## src/rtl/mem_wb_stage_if.sv

```systemverilog
// rtl/mem_wb_stage_if.sv - MEM/WB stage bus: MEM-side inputs, register-file write and forwarding outputs
interface mem_wb_stage_if #(
  parameter int REG_ADDR_WIDTH = 5,
  parameter int COUNT_WIDTH    = 16
);
  logic                      valid_in;
  logic                      stall;
  logic                      flush;
  logic                      reg_write_in;
  logic                      mem_to_reg_in;
  logic [7:0]                ALU_result_in;
  logic [7:0]                read_data;
  logic [REG_ADDR_WIDTH-1:0] rd_in;
  logic                      reg_write_out;
  logic [REG_ADDR_WIDTH-1:0] rd_out;
  logic [7:0]                write_back_data;
  logic                      fwd_valid;
  logic [REG_ADDR_WIDTH-1:0] fwd_rd;
  logic [7:0]                fwd_data;
  logic [COUNT_WIDTH-1:0]    retired_count;

  modport master (
    output valid_in, stall, flush, reg_write_in, mem_to_reg_in,
           ALU_result_in, read_data, rd_in,
    input  reg_write_out, rd_out, write_back_data,
           fwd_valid, fwd_rd, fwd_data, retired_count
  );

  modport slave (
    input  valid_in, stall, flush, reg_write_in, mem_to_reg_in,
           ALU_result_in, read_data, rd_in,
    output reg_write_out, rd_out, write_back_data,
           fwd_valid, fwd_rd, fwd_data, retired_count
  );
endinterface

```

## src/rtl/mem_wb_stage.sv

```systemverilog
// rtl/mem_wb_stage.sv - MEM/WB pipeline register, write-back select, x0 suppression and retired counter
module mem_wb_stage #(
  parameter int REG_ADDR_WIDTH = 5,
  parameter int COUNT_WIDTH    = 16
) (
  input logic          clock,
  input logic          reset,
  mem_wb_stage_if.slave bus
);
  logic                      r_valid;
  logic                      r_reg_write;
  logic                      r_mem_to_reg;
  logic [7:0]                r_alu;
  logic [7:0]                r_ld;
  logic [REG_ADDR_WIDTH-1:0] r_rd;
  logic [COUNT_WIDTH-1:0]    r_count;

  logic                      w_retire;
  logic                      w_wen;
  logic [7:0]                w_wb_data;

  // The held instruction leaves whenever the register is overwritten, including by a flush.
  assign w_retire = r_valid & (bus.flush | ~bus.stall);

  always_ff @(posedge clock) begin
    if (reset) begin
      r_valid      <= 1'b0;
      r_reg_write  <= 1'b0;
      r_mem_to_reg <= 1'b0;
      r_alu        <= 8'h00;
      r_ld         <= 8'h00;
      r_rd         <= '0;
    end else if (bus.flush) begin
      r_valid      <= 1'b0;
      r_reg_write  <= 1'b0;
      r_mem_to_reg <= 1'b0;
      r_alu        <= 8'h00;
      r_ld         <= 8'h00;
      r_rd         <= '0;
    end else if (!bus.stall) begin
      r_valid      <= bus.valid_in;
      r_reg_write  <= bus.reg_write_in;
      r_mem_to_reg <= bus.mem_to_reg_in;
      r_alu        <= bus.ALU_result_in;
      r_ld         <= bus.read_data;
      r_rd         <= bus.rd_in;
    end
  end

  always_ff @(posedge clock) begin
    if (reset) begin
      r_count <= '0;
    end else if (w_retire && (r_count != {COUNT_WIDTH{1'b1}})) begin
      r_count <= r_count + 1'b1;
    end
  end

  assign w_wb_data = r_mem_to_reg ? r_ld : r_alu;
  assign w_wen     = r_valid & r_reg_write & (r_rd != '0);

  assign bus.reg_write_out   = w_wen;
  assign bus.rd_out          = r_rd;
  assign bus.write_back_data = w_wb_data;
  assign bus.fwd_valid       = w_wen;
  assign bus.fwd_rd          = r_rd;
  assign bus.fwd_data        = w_wb_data;
  assign bus.retired_count   = r_count;
endmodule

```

## src/flat_wrapper.sv

```systemverilog
// flat-port wrapper written by rule: the top's interface ports become plain ports
module mem_wb_stage_flat 
#(
  parameter int REG_ADDR_WIDTH = 5,
  parameter int COUNT_WIDTH    = 16
)
  (clock, reset, bus_valid_in, bus_stall, bus_flush, bus_reg_write_in, bus_mem_to_reg_in, bus_ALU_result_in, bus_read_data, bus_rd_in, bus_reg_write_out, bus_rd_out, bus_write_back_data, bus_fwd_valid, bus_fwd_rd, bus_fwd_data, bus_retired_count);
  mem_wb_stage_if #(.REG_ADDR_WIDTH(REG_ADDR_WIDTH), .COUNT_WIDTH(COUNT_WIDTH)) bus_i ();
  input logic clock;
  input logic reset;
  input wire logic [$bits(bus_i.valid_in)-1:0] bus_valid_in;
  input wire logic [$bits(bus_i.stall)-1:0] bus_stall;
  input wire logic [$bits(bus_i.flush)-1:0] bus_flush;
  input wire logic [$bits(bus_i.reg_write_in)-1:0] bus_reg_write_in;
  input wire logic [$bits(bus_i.mem_to_reg_in)-1:0] bus_mem_to_reg_in;
  input wire logic [$bits(bus_i.ALU_result_in)-1:0] bus_ALU_result_in;
  input wire logic [$bits(bus_i.read_data)-1:0] bus_read_data;
  input wire logic [$bits(bus_i.rd_in)-1:0] bus_rd_in;
  output wire logic [$bits(bus_i.reg_write_out)-1:0] bus_reg_write_out;
  output wire logic [$bits(bus_i.rd_out)-1:0] bus_rd_out;
  output wire logic [$bits(bus_i.write_back_data)-1:0] bus_write_back_data;
  output wire logic [$bits(bus_i.fwd_valid)-1:0] bus_fwd_valid;
  output wire logic [$bits(bus_i.fwd_rd)-1:0] bus_fwd_rd;
  output wire logic [$bits(bus_i.fwd_data)-1:0] bus_fwd_data;
  output wire logic [$bits(bus_i.retired_count)-1:0] bus_retired_count;
  assign bus_i.valid_in = bus_valid_in;
  assign bus_i.stall = bus_stall;
  assign bus_i.flush = bus_flush;
  assign bus_i.reg_write_in = bus_reg_write_in;
  assign bus_i.mem_to_reg_in = bus_mem_to_reg_in;
  assign bus_i.ALU_result_in = bus_ALU_result_in;
  assign bus_i.read_data = bus_read_data;
  assign bus_i.rd_in = bus_rd_in;
  assign bus_reg_write_out = bus_i.reg_write_out;
  assign bus_rd_out = bus_i.rd_out;
  assign bus_write_back_data = bus_i.write_back_data;
  assign bus_fwd_valid = bus_i.fwd_valid;
  assign bus_fwd_rd = bus_i.fwd_rd;
  assign bus_fwd_data = bus_i.fwd_data;
  assign bus_retired_count = bus_i.retired_count;
  mem_wb_stage #(.REG_ADDR_WIDTH(REG_ADDR_WIDTH), .COUNT_WIDTH(COUNT_WIDTH)) u_core (.clock(clock), .reset(reset), .bus(bus_i));
endmodule
```

## config.mk

```make
export PLATFORM = sky130hd
export DESIGN_NAME = mem_wb_stage_flat
export DESIGN_NICKNAME = d
export VERILOG_FILES = /design/src/rtl/mem_wb_stage_if.sv /design/src/rtl/mem_wb_stage.sv /design/src/flat_wrapper.sv
export SDC_FILE = /design/constraint.sdc
export NUM_CORES = 1
export LEC_CHECK = 0
export BUFFER_PORTS_ARGS = -buffer_cell sky130_fd_sc_hd__buf_2
export CAP_MARGIN = 20
export CORE_ASPECT_RATIO = 0.75
export CORE_MARGIN = 2
export CORE_UTILIZATION = 49
export CTS_CLUSTER_SIZE = 24
export DETAILED_ROUTE_END_ITERATION = 6
export PLACE_DENSITY = 0.9
export SYNTH_ARGS = -nofsm -noshare
export SYNTH_HDL_FRONTEND = slang
export SYNTH_SLANG_ARGS = --single-unit
```

## constraint.sdc

```tcl
create_clock -name clock -period 2 [get_ports clock]
set_input_delay 0.4 -clock clock [delete_from_list [all_inputs] [get_ports clock]]
set_output_delay 0.4 -clock clock [all_outputs]
set_load 0.1 [all_outputs]
```

==> out/metrics.csv <==
metric;value;unit
vias per cell;5.256;
peak supply drop;0.4924;mV
clk slew on worst S/H paths;80;ps
Slew Limit Headroom;61.98;%
switching part of the total;29.36;%
Post-CTS Hold Fix Bufs;0;
Comb pwr share;15.9;%
placed cell area;2272;sq um
clk_lat worst skew;290;ps
Critical Path End Type;output pin;
cts bufs inserted;5;
Worst Path Required;1600;ps
Area Overhead vs Synth;23.53;%
most frequent cells in the layout;buf_2, nor2_1, mux2i_1, dfxtp_1, dfxtp_2;
Final HPWL DP;3122;um
Util after Layout;64.31;%
static leakage;1.108;nW
Fin. Hold Viols;0;
part of the power in registers;48.5;%
Ys Warns;0;
GRT busiest layer;met2;
worst setup slack after layout;-3.281;ps
initial antenna violation count;0;
Int Power;1.195;mW
status;finished with violations;
starting density of the core;52.06;%
max reg flops;16;
routability-driven placement congestion ratio;0.8600;
minimum hold slack;337.0;ps
clock sinks;40;
failing checks;negative setup slack;
commonest non-fill, non-tap cell in the layout;buf_2;
Clock power frac;35.6;%
Root Buffer;clkbuf_8;
Vias;1666;
type of origin of the critical path;register;
remaining global-route overflow;0;
syn_area_per_cell;9.282;sq um
Final ANT Viol Nets;0;
post-route setup TNS;-6.252;ps
fin crit period;2003;ps
antenna cells;0;
non-filler cells, final;317;
Cell Pwr Density;709.2;nW/um^2
fin crit share;100.2;%
post-synth cell types;33;
met2 Use GR;30.97;%
crit-path cells;or3_1 > o311a_4 > buf_4;
CTS tree;built;
H-tree Lvls;2;
f_max;499.2;MHz
RSZ-0062 raised after global routing;true;
Min-Delay Path Class;primary input to register;
post-CTS setup buffers;0;
number of synthesized register bits;40;
PostCTS Resize Cnt;2;
routed len/inst;12.94;um
Final Setup Violations;2;
sequential-to-total area share from yosys stat;41.48;%
Core Rows;19;
I/O Buffers;71;
Die X;76.48;um
first-pass GRT wire length;6782;um
io pins;72;
critical-path cell with the highest stage delay;or3_1;
Max-Cap Viols;0;
Final Cell Area;2385;sq um
routing usage on met3;4.601;%
Overall Global Routing Usage;18.97;%
final wirelength;4102;um
share of layout cells above drive strength 1;44.91;%
DIE AREA;4463;sq um
CP arrival;1600;ps
Psw;0.4965;mW
total power;1.691;mW
Layout Skew;5.301;ps
Die Y-Extent;58.36;um
Cell Area, Synth;1931;sq um
Worst-Margin Slew;565.9;ps
Mapped Nets;237;
largest net degree at the start of global routing;25;
post-placement cell count;309;
Crit path largest cell delay;420;ps
first-pass detailed-route iteration total;5;
pre-CTS WS;155.3;ps
fin nets;293;
CP Class;register to output pin;
final-report max-slew violation count;0;
Mapped Cells;208;
Post-route DRC;0;
Max Fanout on Critical Path;4;
initial drt markers;130;
clk buf depth;2;
total core area;3709;sq um
vias in the first global route;1506;
met1 Resource Use GR;25.10;%
-- routing by layer --
| metal | vias to the layer above | routed length (um) |
|---|---|---|
| met5 | - | 0 |
| met4 | 0 | 40 |
| met3 | 5 | 216 |
| met2 | 46 | 1916 |
| met1 | 774 | 1929 |
| li1 | 841 | - |
-- Yosys cell counts, drive strengths merged --
cell / instances / area, sq um
clkbuf: 10 / 37.54
nand2b: 3 / 18.77
buf: 16 / 121.4
o31ai: 7 / 52.55
nand4: 3 / 18.77
a211oi: 1 / 7.510
or4: 6 / 45.04
inv: 4 / 15.01
o2111ai: 1 / 8.760
nor4: 4 / 25.02
or3: 5 / 31.28
a31oi: 1 / 6.260
o21ai: 2 / 10.01
nor3: 4 / 20.02
o311a: 1 / 10.01
ha: 1 / 12.51
a21oi: 8 / 40.04
or2: 1 / 6.260
and3: 3 / 18.77
mux2: 12 / 135.1
mux2i: 25 / 250.2
nor2b: 5 / 38.78
and4: 2 / 17.52
nor2: 30 / 112.6
nand2: 7 / 26.28
o31a: 1 / 8.760
nor4bb: 2 / 20.02
nand3: 3 / 15.01
dfxtp: 40 / 800.8
-- critical path, delay by kind of cell (launching register included) --
family	cells	cell delay, ps
and+or+nand+nor	1	420
AOI/OAI and AO/OA	1	330
buffers and inverters	1	230
DFF	1	340
-- power by group through the flow --
stage	Sequential (mW)	Clock, mW	Combinational, mW
floorplan	0.863	0	0.201
global placement	0.837	0	0.268
detailed placement	0.838	0	0.270
CTS	0.819	0.612	0.271
global route	0.822	0.645	0.284
finish	0.820	0.603	0.269
-- cells by family after synthesis --
logic type / synth area share (%)
AND/OR/NAND/NOR: 21.45
flip-flops: 41.48
multiplexers: 19.96
buffers and inverters: 9.008
AO/OA/AOI/OAI: 7.454
adder cells (fa/ha/maj): 0.6480
-- worst paths after layout --
| check | from | to | slack (ps) | cells past startpoint |
|---|---|---|---|---|
| max | u_core.bus.fwd_rd[2] | bus_reg_write_out | -3 | 3 |
| min | bus_read_data[0] | u_core.r_ld[0] | 340 | 3 |
| max reg2reg | u_core.bus.retired_count[0] | u_core.bus.retired_count[10] | 130 | 5 |
| min reg2reg | u_core.bus.retired_count[6] | u_core.bus.retired_count[6] | 480 | 2 |
-- layout make-up --
class / instances / area [sq um]
tap: 52 / 65.06
clock inverter: 2 / 12.51
fill: 329 / 1324
clock buffer: 6 / 93.84
sequential: 40 / 840.8
timing repair buffer: 75 / 390.4
inverter: 4 / 15.01
multi-input combinational: 138 / 967.2
No activity file was read; power rests on OpenSTA's default activity.
